### config.mk
export PLATFORM = sky130hd
export DESIGN_NAME = cocobus_arbiter
export DESIGN_NICKNAME = d
export VERILOG_FILES = /design/src/rtl/cocobus_arbiter.sv
export SDC_FILE = /design/constraint.sdc
export NUM_CORES = 1
export LEC_CHECK = 0
export BUFFER_PORTS_ARGS = -buffer_cell sky130_fd_sc_hd__buf_2
export CORE_MARGIN = 5
export CORE_UTILIZATION = 55
export CTS_CLUSTER_SIZE = 28
export DETAILED_ROUTE_END_ITERATION = 10
export GPL_TIMING_DRIVEN = 0
export PLACE_DENSITY = 0.75
export SYNTH_ARGS = -nofsm -noshare
export SYNTH_HDL_FRONTEND = slang
export SYNTH_SLANG_ARGS = --single-unit
### constraint.sdc
create_clock -name eclk -period 4.3 [get_ports eclk]
set_input_delay 0.645 -clock eclk [delete_from_list [all_inputs] [get_ports eclk]]
set_output_delay 0.645 -clock eclk [all_outputs]
set_load 0.01 [all_outputs]
### src/rtl/cocobus_arbiter.sv
// Hands the cartridge memory bus between the CoCo and the AVR: halt, quiet check, grant, release.
// All outputs are registered and follow the next state, so they change on the same edge as the state.
module cocobus_arbiter #(
  parameter int HALT_WAIT    = 3,
  parameter int QUIET_CYCLES = 2,
  parameter int RETRY_LIMIT  = 4,
  parameter int RELEASE_HOLD = 2,
  parameter int CNT_W        = 4
) (
  input  logic       eclk,
  input  logic       reset,
  input  logic       c_power,
  input  logic       a_power,
  input  logic       a_brpin,
  input  logic       cts_n,
  input  logic       scs_n,
  input  logic       c_rw,
  input  logic       a_regack,
  output logic       halt_oe,
  output logic       a_busmaster,
  output logic       a_grant_err,
  output logic       a_regint,
  output logic [2:0] state
);

  typedef enum logic [2:0] {
    ST_IDLE    = 3'd0,
    ST_HALT    = 3'd1,
    ST_CHECK   = 3'd2,
    ST_GRANT   = 3'd3,
    ST_RELEASE = 3'd4,
    ST_ERROR   = 3'd5,
    ST_OFF     = 3'd6
  } state_t;

  localparam logic [CNT_W-1:0] CNT_ZERO    = '0;
  localparam logic [CNT_W-1:0] CNT_ONE     = {{(CNT_W-1){1'b0}}, 1'b1};
  localparam logic [CNT_W-1:0] HALT_LAST   = CNT_W'(HALT_WAIT - 1);
  localparam logic [CNT_W-1:0] QUIET_LAST  = CNT_W'(QUIET_CYCLES - 1);
  localparam logic [CNT_W-1:0] RETRY_LAST  = CNT_W'(RETRY_LIMIT - 1);
  localparam logic [CNT_W-1:0] RELEASE_LAST = CNT_W'(RELEASE_HOLD - 1);

  state_t           state_q, state_d;
  logic [CNT_W-1:0] cnt_q, cnt_d;
  logic [CNT_W-1:0] retry_q, retry_d;
  logic             halt_oe_q, halt_oe_d;
  logic             busmaster_q, busmaster_d;
  logic             grant_err_q, grant_err_d;
  logic             regint_q, regint_d;

  logic a_busreq;
  logic bus_quiet;
  logic reg_write;

  assign a_busreq  = a_power & a_brpin;
  assign bus_quiet = cts_n & scs_n;
  assign reg_write = ~scs_n & ~c_rw & c_power & ~busmaster_q;

  function automatic logic [CNT_W-1:0] sat_inc(input logic [CNT_W-1:0] v);
    return (&v) ? v : v + CNT_ONE;
  endfunction

  always_ff @(posedge eclk or posedge reset) begin
    if (reset) begin
      state_q     <= ST_IDLE;
      cnt_q       <= CNT_ZERO;
      retry_q     <= CNT_ZERO;
      halt_oe_q   <= 1'b0;
      busmaster_q <= 1'b0;
      grant_err_q <= 1'b0;
      regint_q    <= 1'b0;
    end else begin
      state_q     <= state_d;
      cnt_q       <= cnt_d;
      retry_q     <= retry_d;
      halt_oe_q   <= halt_oe_d;
      busmaster_q <= busmaster_d;
      grant_err_q <= grant_err_d;
      regint_q    <= regint_d;
    end
  end

  always_comb begin
    state_d = state_q;
    cnt_d   = cnt_q;
    retry_d = retry_q;

    case (state_q)
      ST_IDLE: begin
        if (a_busreq) begin
          state_d = ST_HALT;
          cnt_d   = CNT_ZERO;
          retry_d = CNT_ZERO;
        end
      end
      ST_HALT: begin
        if (!a_busreq) begin
          state_d = ST_RELEASE;
          cnt_d   = CNT_ZERO;
        end else if (cnt_q == HALT_LAST) begin
          state_d = ST_CHECK;
          cnt_d   = CNT_ZERO;
        end else begin
          cnt_d = sat_inc(cnt_q);
        end
      end
      ST_CHECK: begin
        if (!a_busreq) begin
          state_d = ST_RELEASE;
          cnt_d   = CNT_ZERO;
        end else if (bus_quiet) begin
          if (cnt_q == QUIET_LAST) begin
            state_d = ST_GRANT;
            cnt_d   = CNT_ZERO;
          end else begin
            cnt_d = sat_inc(cnt_q);
          end
        end else begin
          // A select seen mid-window restarts the quiet count and burns a retry.
          cnt_d = CNT_ZERO;
          if (retry_q == RETRY_LAST) begin
            state_d = ST_ERROR;
          end else begin
            retry_d = sat_inc(retry_q);
          end
        end
      end
      ST_GRANT: begin
        if (!a_busreq) begin
          state_d = ST_RELEASE;
          cnt_d   = CNT_ZERO;
        end
      end
      ST_RELEASE: begin
        if (cnt_q == RELEASE_LAST) begin
          state_d = ST_IDLE;
          cnt_d   = CNT_ZERO;
        end else begin
          cnt_d = sat_inc(cnt_q);
        end
      end
      ST_ERROR: begin
        if (!a_busreq) begin
          state_d = ST_IDLE;
        end
      end
      ST_OFF: begin
        if (c_power) begin
          state_d = a_busreq ? ST_GRANT : ST_IDLE;
          cnt_d   = CNT_ZERO;
        end
      end
      default: begin
        state_d = ST_IDLE;
        cnt_d   = CNT_ZERO;
        retry_d = CNT_ZERO;
      end
    endcase

    if (!c_power) begin
      state_d = ST_OFF;
      cnt_d   = CNT_ZERO;
    end
  end

  always_comb begin
    halt_oe_d   = 1'b0;
    busmaster_d = 1'b0;
    grant_err_d = 1'b0;
    case (state_d)
      ST_HALT, ST_CHECK, ST_RELEASE: halt_oe_d = 1'b1;
      ST_GRANT: begin
        halt_oe_d   = 1'b1;
        busmaster_d = 1'b1;
      end
      ST_ERROR: grant_err_d = 1'b1;
      ST_OFF:   busmaster_d = 1'b1;
      default: begin
        halt_oe_d   = 1'b0;
        busmaster_d = 1'b0;
      end
    endcase
  end

  // Set beats ack so a write landing on the ack cycle is never lost.
  assign regint_d = reg_write | (regint_q & ~a_regack);

  assign halt_oe     = halt_oe_q;
  assign a_busmaster = busmaster_q;
  assign a_grant_err = grant_err_q;
  assign a_regint    = regint_q;
  assign state       = state_q;

endmodule
=== Word-level counts from Yosys, hierarchy flattened ===
Index checks and enable logic that the tools add are counted.

* Bits in registers: 15
* Bits in latches: 0
* RAM bits: 0
* Memory bits (read-only): 0
* Input port bits: 9
* Word-level logic and storage cells: 83
* Memories kept: 0

* $add $sub $neg: 2
* Multiply operators: 0
* Div/mod/pow operators: 0
* $lt $le $gt $ge: 0
* Equal/unequal tests: 23
* Shift operators: 0
* Mux-type cells: 31
* Bitwise logic cells: 12
* Reductions and logical operators: 8

{| class="wikitable"
|+ Operators by type and width
! cell !! number
|-
| 4-bit 2-to-1 mux || 13
|-
| 3-bit 2-to-1 mux || 11
|-
| 4-bit one-hot mux with 6 select lines || 1
|-
| 3-bit one-hot mux with 7 select lines || 1
|-
| 3-bit == test (second input constant) || 6
|-
| 3-bit by 2-bit == test with 1-bit output (second input constant) || 4
|-
| 2-bit != test (second input constant) || 6
|-
| 4-bit one-hot mux with 3 select lines || 1
|-
| 4-bit by 1-bit adder with 4-bit output (second input constant) || 2
|-
| 4-bit by 2-bit == test with 1-bit output (second input constant) || 2
|-
| 4-bit AND reduction || 2
|-
| 1-bit bitwise AND || 6
|-
| 3-bit by 1-bit == test with 1-bit output (second input constant) || 2
|-
| 3-bit != test (second input constant) || 2
|-
| 6-bit AND reduction || 1
|-
| 1-bit NOT || 5
|-
| 5-bit OR reduction || 1
|-
| 4-bit by 1-bit == test with 1-bit output (second input constant) || 1
|-
| 4-bit OR reduction || 1
|-
| 3-bit logical NOT || 1
|-
| 1-bit 2-to-1 mux || 3
|-
| 3-bit AND reduction || 1
|-
| 2-bit 2-to-1 mux || 1
|-
| 2-bit OR reduction || 1
|-
| 1-bit OR || 1
|}

=== Logic depth before layout (Yosys ltp) ===
* Depth in word-level cells: 9
* Depth in mapped cells: 7
* Gate-level depth less buffers: 7

=== Worst setup path before layout ===
No wires, ideal clock.

* Kind: flip-flop to flip-flop
* From: register retry_q[0]
* To: register halt_oe_q (netlist: halt_oe)
* Library setup time: 0.120 ns
* Arrival: 1.644 ns
* Required time: 4.180 ns
* Slack: 2.536 ns
* Stages on the path, launching flop included: 7
* Path buffers: 0
* Period minus slack after synthesis: 1.764 ns
* Cells stage by stage: dfrtp_1 ha_1 or3b_4 and3_1 o22a_2 a21oi_2 and3b_1

* Word-level cells in the longest chain between the ends: 9
* Elaborated cells on any way between the ends: 12
* Classes of those cells: eq/ne (5); mux (6); reduce/logical (1)

{| class="wikitable"
|+ Ends and longest elaborated chain
! what !! RTL line !! text
|-
| from (decl) || 45 || <nowiki>logic [CNT_W-1:0] retry_q, retry_d;</nowiki>
|-
| from (signal assigned) || 75 || <nowiki>retry_q <= retry_d;</nowiki>
|-
| 4-bit by 2-bit == test with 1-bit output (*) || 121 || <nowiki>if (retry_q == RETRY_LAST) begin</nowiki>
|-
| 3-bit 2-to-1 mux (*) || 121 ||
|-
| 3-bit 2-to-1 mux (*) || 111 || <nowiki>end else if (bus_quiet) begin</nowiki>
|-
| 3-bit 2-to-1 mux (*) || 108 || <nowiki>if (!a_busreq) begin</nowiki>
|-
| 3-bit one-hot mux with 7 select lines (*) || 88 || <nowiki>case (state_q)</nowiki>
|-
| 3-bit 2-to-1 mux (*) || 160 || <nowiki>if (!c_power) begin</nowiki>
|-
| 3-bit by 2-bit == test with 1-bit output, or another cell as far along || 170 || <nowiki>case (state_d)</nowiki>
|-
| 4-bit OR reduction (no source line) (*) || - ||
|-
| 1-bit 2-to-1 mux (*) || 170 ||
|-
| named net halt_oe_d || 46 || <nowiki>logic halt_oe_q, halt_oe_d;</nowiki>
|-
| to (signal assigned) || 76 || <nowiki>halt_oe_q <= halt_oe_d;</nowiki>
|-
| to (decl) || 46 ||
|}

Mark *: on every way through the listed nets, which the timed path passes. The rest lies on a longest branch.
A chain may end at the register's enable or synchronous reset.

=== Worst setup path in the final report ===
* From: register cnt_q[0]
* To: register halt_oe_q (netlist: halt_oe)

* Word-level cells in the longest chain between the ends: 9
* Elaborated cells on any way between the ends: 16
* Classes of those cells: eq/ne (6); mux (9); reduce/logical (1)

{| class="wikitable"
|+ Ends and longest elaborated chain
! what !! RTL line !! text
|-
| from (decl) || 44 || <nowiki>logic [CNT_W-1:0] cnt_q, cnt_d;</nowiki>
|-
| from (signal assigned) || 74 || <nowiki>cnt_q <= cnt_d;</nowiki>
|-
| 4-bit by 1-bit == test with 1-bit output || 112, 135 ||
|-
| 3-bit 2-to-1 mux || 112 || <nowiki>if (cnt_q == QUIET_LAST) begin</nowiki>
|-
| 3-bit 2-to-1 mux || 111 ||
|-
| 3-bit 2-to-1 mux || 108 ||
|-
| 3-bit one-hot mux with 7 select lines (*) || 88 ||
|-
| 3-bit 2-to-1 mux (*) || 160 ||
|-
| 3-bit by 2-bit == test with 1-bit output, or another cell as far along || 170 ||
|-
| 4-bit OR reduction (no source line) (*) || - ||
|-
| 1-bit 2-to-1 mux (*) || 170 ||
|-
| named net halt_oe_d || 46 ||
|}

Marked as above.

==> metrics.yaml <==
wl_per_cell_um: 13.9
post-route-period-util_pct: 44.1
status: "finished clean"
hold_viol_final: 0
post_cts_buffers: 0
netlist_instances: 112
ctsHoldBuffers: 0
startpoint_type: "register"
max_freq_ghz: 0.528
hold_class: "input pin to async pin"
fp.dieW_um: 53.1
slowest_stage: "dfrtp_1"
synthMostInstantiatedCell: "dfrtp_1"
top_layer: "met4"
grtUsageTotal_pct: 18.6
grt_max_degree: 16
p_sw_w: 0.0000961
netlist_top_cells_count: "dfrtp_1, inv_1, nand3_1"
syn-cell-area_mm2: 0.00102
clock_sinks: 15
cts_buffers: 3
grt_pass1_vias: 910
yosysWarnings: 0
vdd_drop_max_v: 0.000182
power_w: 0.000309
timing.rr.end: "halt_oe"
maxSlewHeadroom_pct: 60.6
r2r-start: "cnt_q[0]"
cts_tree: "done"
synth_cell_types: 43
p_per_area_mw_per_mm2: 269
die_area_mm2: 0.00282
drv_cap: 0
dr_wl_met3_um: 77
synth-edff-count: 0
coreArea_mm2: 0.00175
cp.buffers_inverters: 1
synth_top_area_share_pct: 36.8
worst_slew_pin_slew_ns: 0.586
cts-root-buf: "clkbuf_4"
seq_area_frac_synth_pct: 36.8
cts.repair.resized: 0
slowest_delay_ns: 0.46
initial_core_util_pct: 58.5
vias_per_cell: 5.78
htree_levels: 1
n_antenna_cell: 0
required_ns: 4.49
crit_chain: "inv_1 > ha_1 > or4b_1 > a21oi_1 > o22a_2 > nand3_1 > and3b_1"
die_y_um: 53.1
seq_power_share_pct: 50.4
met2_length_mm: 1.05
hpwl_mm: 1.65
ys_ff_latch: 15
comb_power_share_pct: 23.4
finalMaxSlewViolations: 0
gp_congestion: 0.887
io_buffers: 14
cts_buffer_depth: 2
grt_first_pass_wirelength_mm: 3.81
async_flop_share_pct: 100
clk_pin_slew_worst_paths_ns: 0.08
routed_wl_mm: 2.16
period_needed_ns: 1.90
critPathKind: "register to register"
final_layout_size_suffix_gt1_share_pct: 19.2
synthTopCellsByArea: "dfrtp_1, ha_1, nand3_1"
cp_max_fo: 7
antenna_found_initial: 0
clock_skew_ns: 0.00208
rows: 15
p_clk_share_pct: 26.1
cp.arrival_ns: 2.08
ant_nets: 0
p_leak_nw: 0.532
synthFlopType: "dfrtp_1"
dr.pass1.iters: 5
switching_share_pct: 31.1
syn_to_final_growth_pct: 12.5
dr.first_iter.drc_count: 21
yosysTopAreaCell: "dfrtp_1"
worstSetupStartpoint: "cnt_q[0]"
rsz0062_at_grt: "no"
p_int_w: 0.000213
overflow: 0
syn_avg_cell_area_um2: 9.12
vias: 896
endpoint_kind: "register"
drc: 0
finalSetupViolations: 0
m1WireLength_um: 986
crit_family: "simple AND/OR/NAND/NOR gates"
pin_count: 16
tns_ns: 0
ff2ff_setup_slack_ns: 2.40
ff2ff_path_depth: 7
fin_nets: 144
synth_nets: 125
insertion_delay_ns: 0.29
-- layout by cell type, fill, tap and decap left out, types with 2 or more instances in the layout --
cell type / n
buf_2: 17
dfrtp_1: 15
inv_1: 9
nand3_1: 9
nand2_1: 8
nor2_1: 7
a21oi_1: 5
o31ai_1: 4
a211oi_1: 4
ha_1: 4
nand2b_1: 3
and2_1: 3
xor2_1: 3
clkbuf_4: 3
clkbuf_1: 2
o211ai_1: 2
nor3b_1: 2
a21o_1: 2
and3_1: 2
or4b_1: 2
-- metrics by stage --
step / util, % / cell area [um2] / hold WS, ns / cells / worst slack (ns)
floorplan: - / 1020 / 0.524 / 112 / 2.54
detailed placement: 64.3 / 1120 / 0.544 / 151 / 2.25
global placement: 64.3 / 1120 / 0.520 / 151 / 2.36
CTS: 65.8 / 1150 / 0.413 / 155 / 2.39
global route: 65.8 / 1150 / 0.436 / 155 / 2.22
finish: 65.8 / 1150 / 0.399 / 155 / 2.40
-- final cells by class --
class / count / area [um2]
Buffer: 5 / 30.0
Fill cell: 148 / 597
Tap cell: 25 / 31.3
Clock buffer: 4 / 26.3
Timing Repair Buffer: 14 / 70.1
Inverter: 9 / 33.8
Multi-Input combinational cell: 83 / 582
Sequential cell: 15 / 375
-- cell families after synthesis --
group	count (synthesis)	synth area share [%]
AOI/OAI and AO/OA	31	23.4
xor gates and xnor gates	4	3.43
adders and majority gates	4	4.90
buffers and inverters	14	6.25
DFF	15	36.8
muxes	1	0.980
and+or+nand+nor	43	24.3
-- worst max path at each step --
stage                     to  slack [ns]  cells after the start
floorplan            halt_oe        2.54                      6
global placement     halt_oe        2.36                      7
detailed placement  cnt_q[3]        2.25                      6
CTS                  halt_oe        2.39                      7
global route         halt_oe        2.22                      7
finish               halt_oe        2.40                      7
-- worst reg2reg max path, stage by stage, from the launching register on --
cell	delay [ns]
dfrtp_1	0.46
inv_1	0.09
ha_1	0.16
or4b_1	0.44
a21oi_1	0.20
o22a_2	0.21
nand3_1	0.07
and3b_1	0.18
-- power by group through the flow --
| stage | Clock (W) | Combinational, W | Sequential [W] |
|---|---|---|---|
| global placement | 0 | 0.0000693 | 0.000158 |
| finish | 0.0000809 | 0.0000725 | 0.000156 |
| floorplan | 0 | 0.0000487 | 0.000161 |
| global route | 0.0000917 | 0.0000816 | 0.000157 |
| CTS | 0.0000842 | 0.0000723 | 0.000156 |
| detailed placement | 0 | 0.0000718 | 0.000159 |
-- sequential cells by signal (all words and copies together), names as in the netlist --
signal       count
halt_oe          1
cnt_q            4
a_busmaster      1
retry_q          4
a_regint         1
state            3
a_grant_err      1
-- layer usage --
metal	GRT usage [%]	up-vias
met3	3.10	5
met1	22.3	425
met5	0	-
li1	-	448
met2	31.8	18
met4	8.94	0
(Power assumes the default switching activity.)
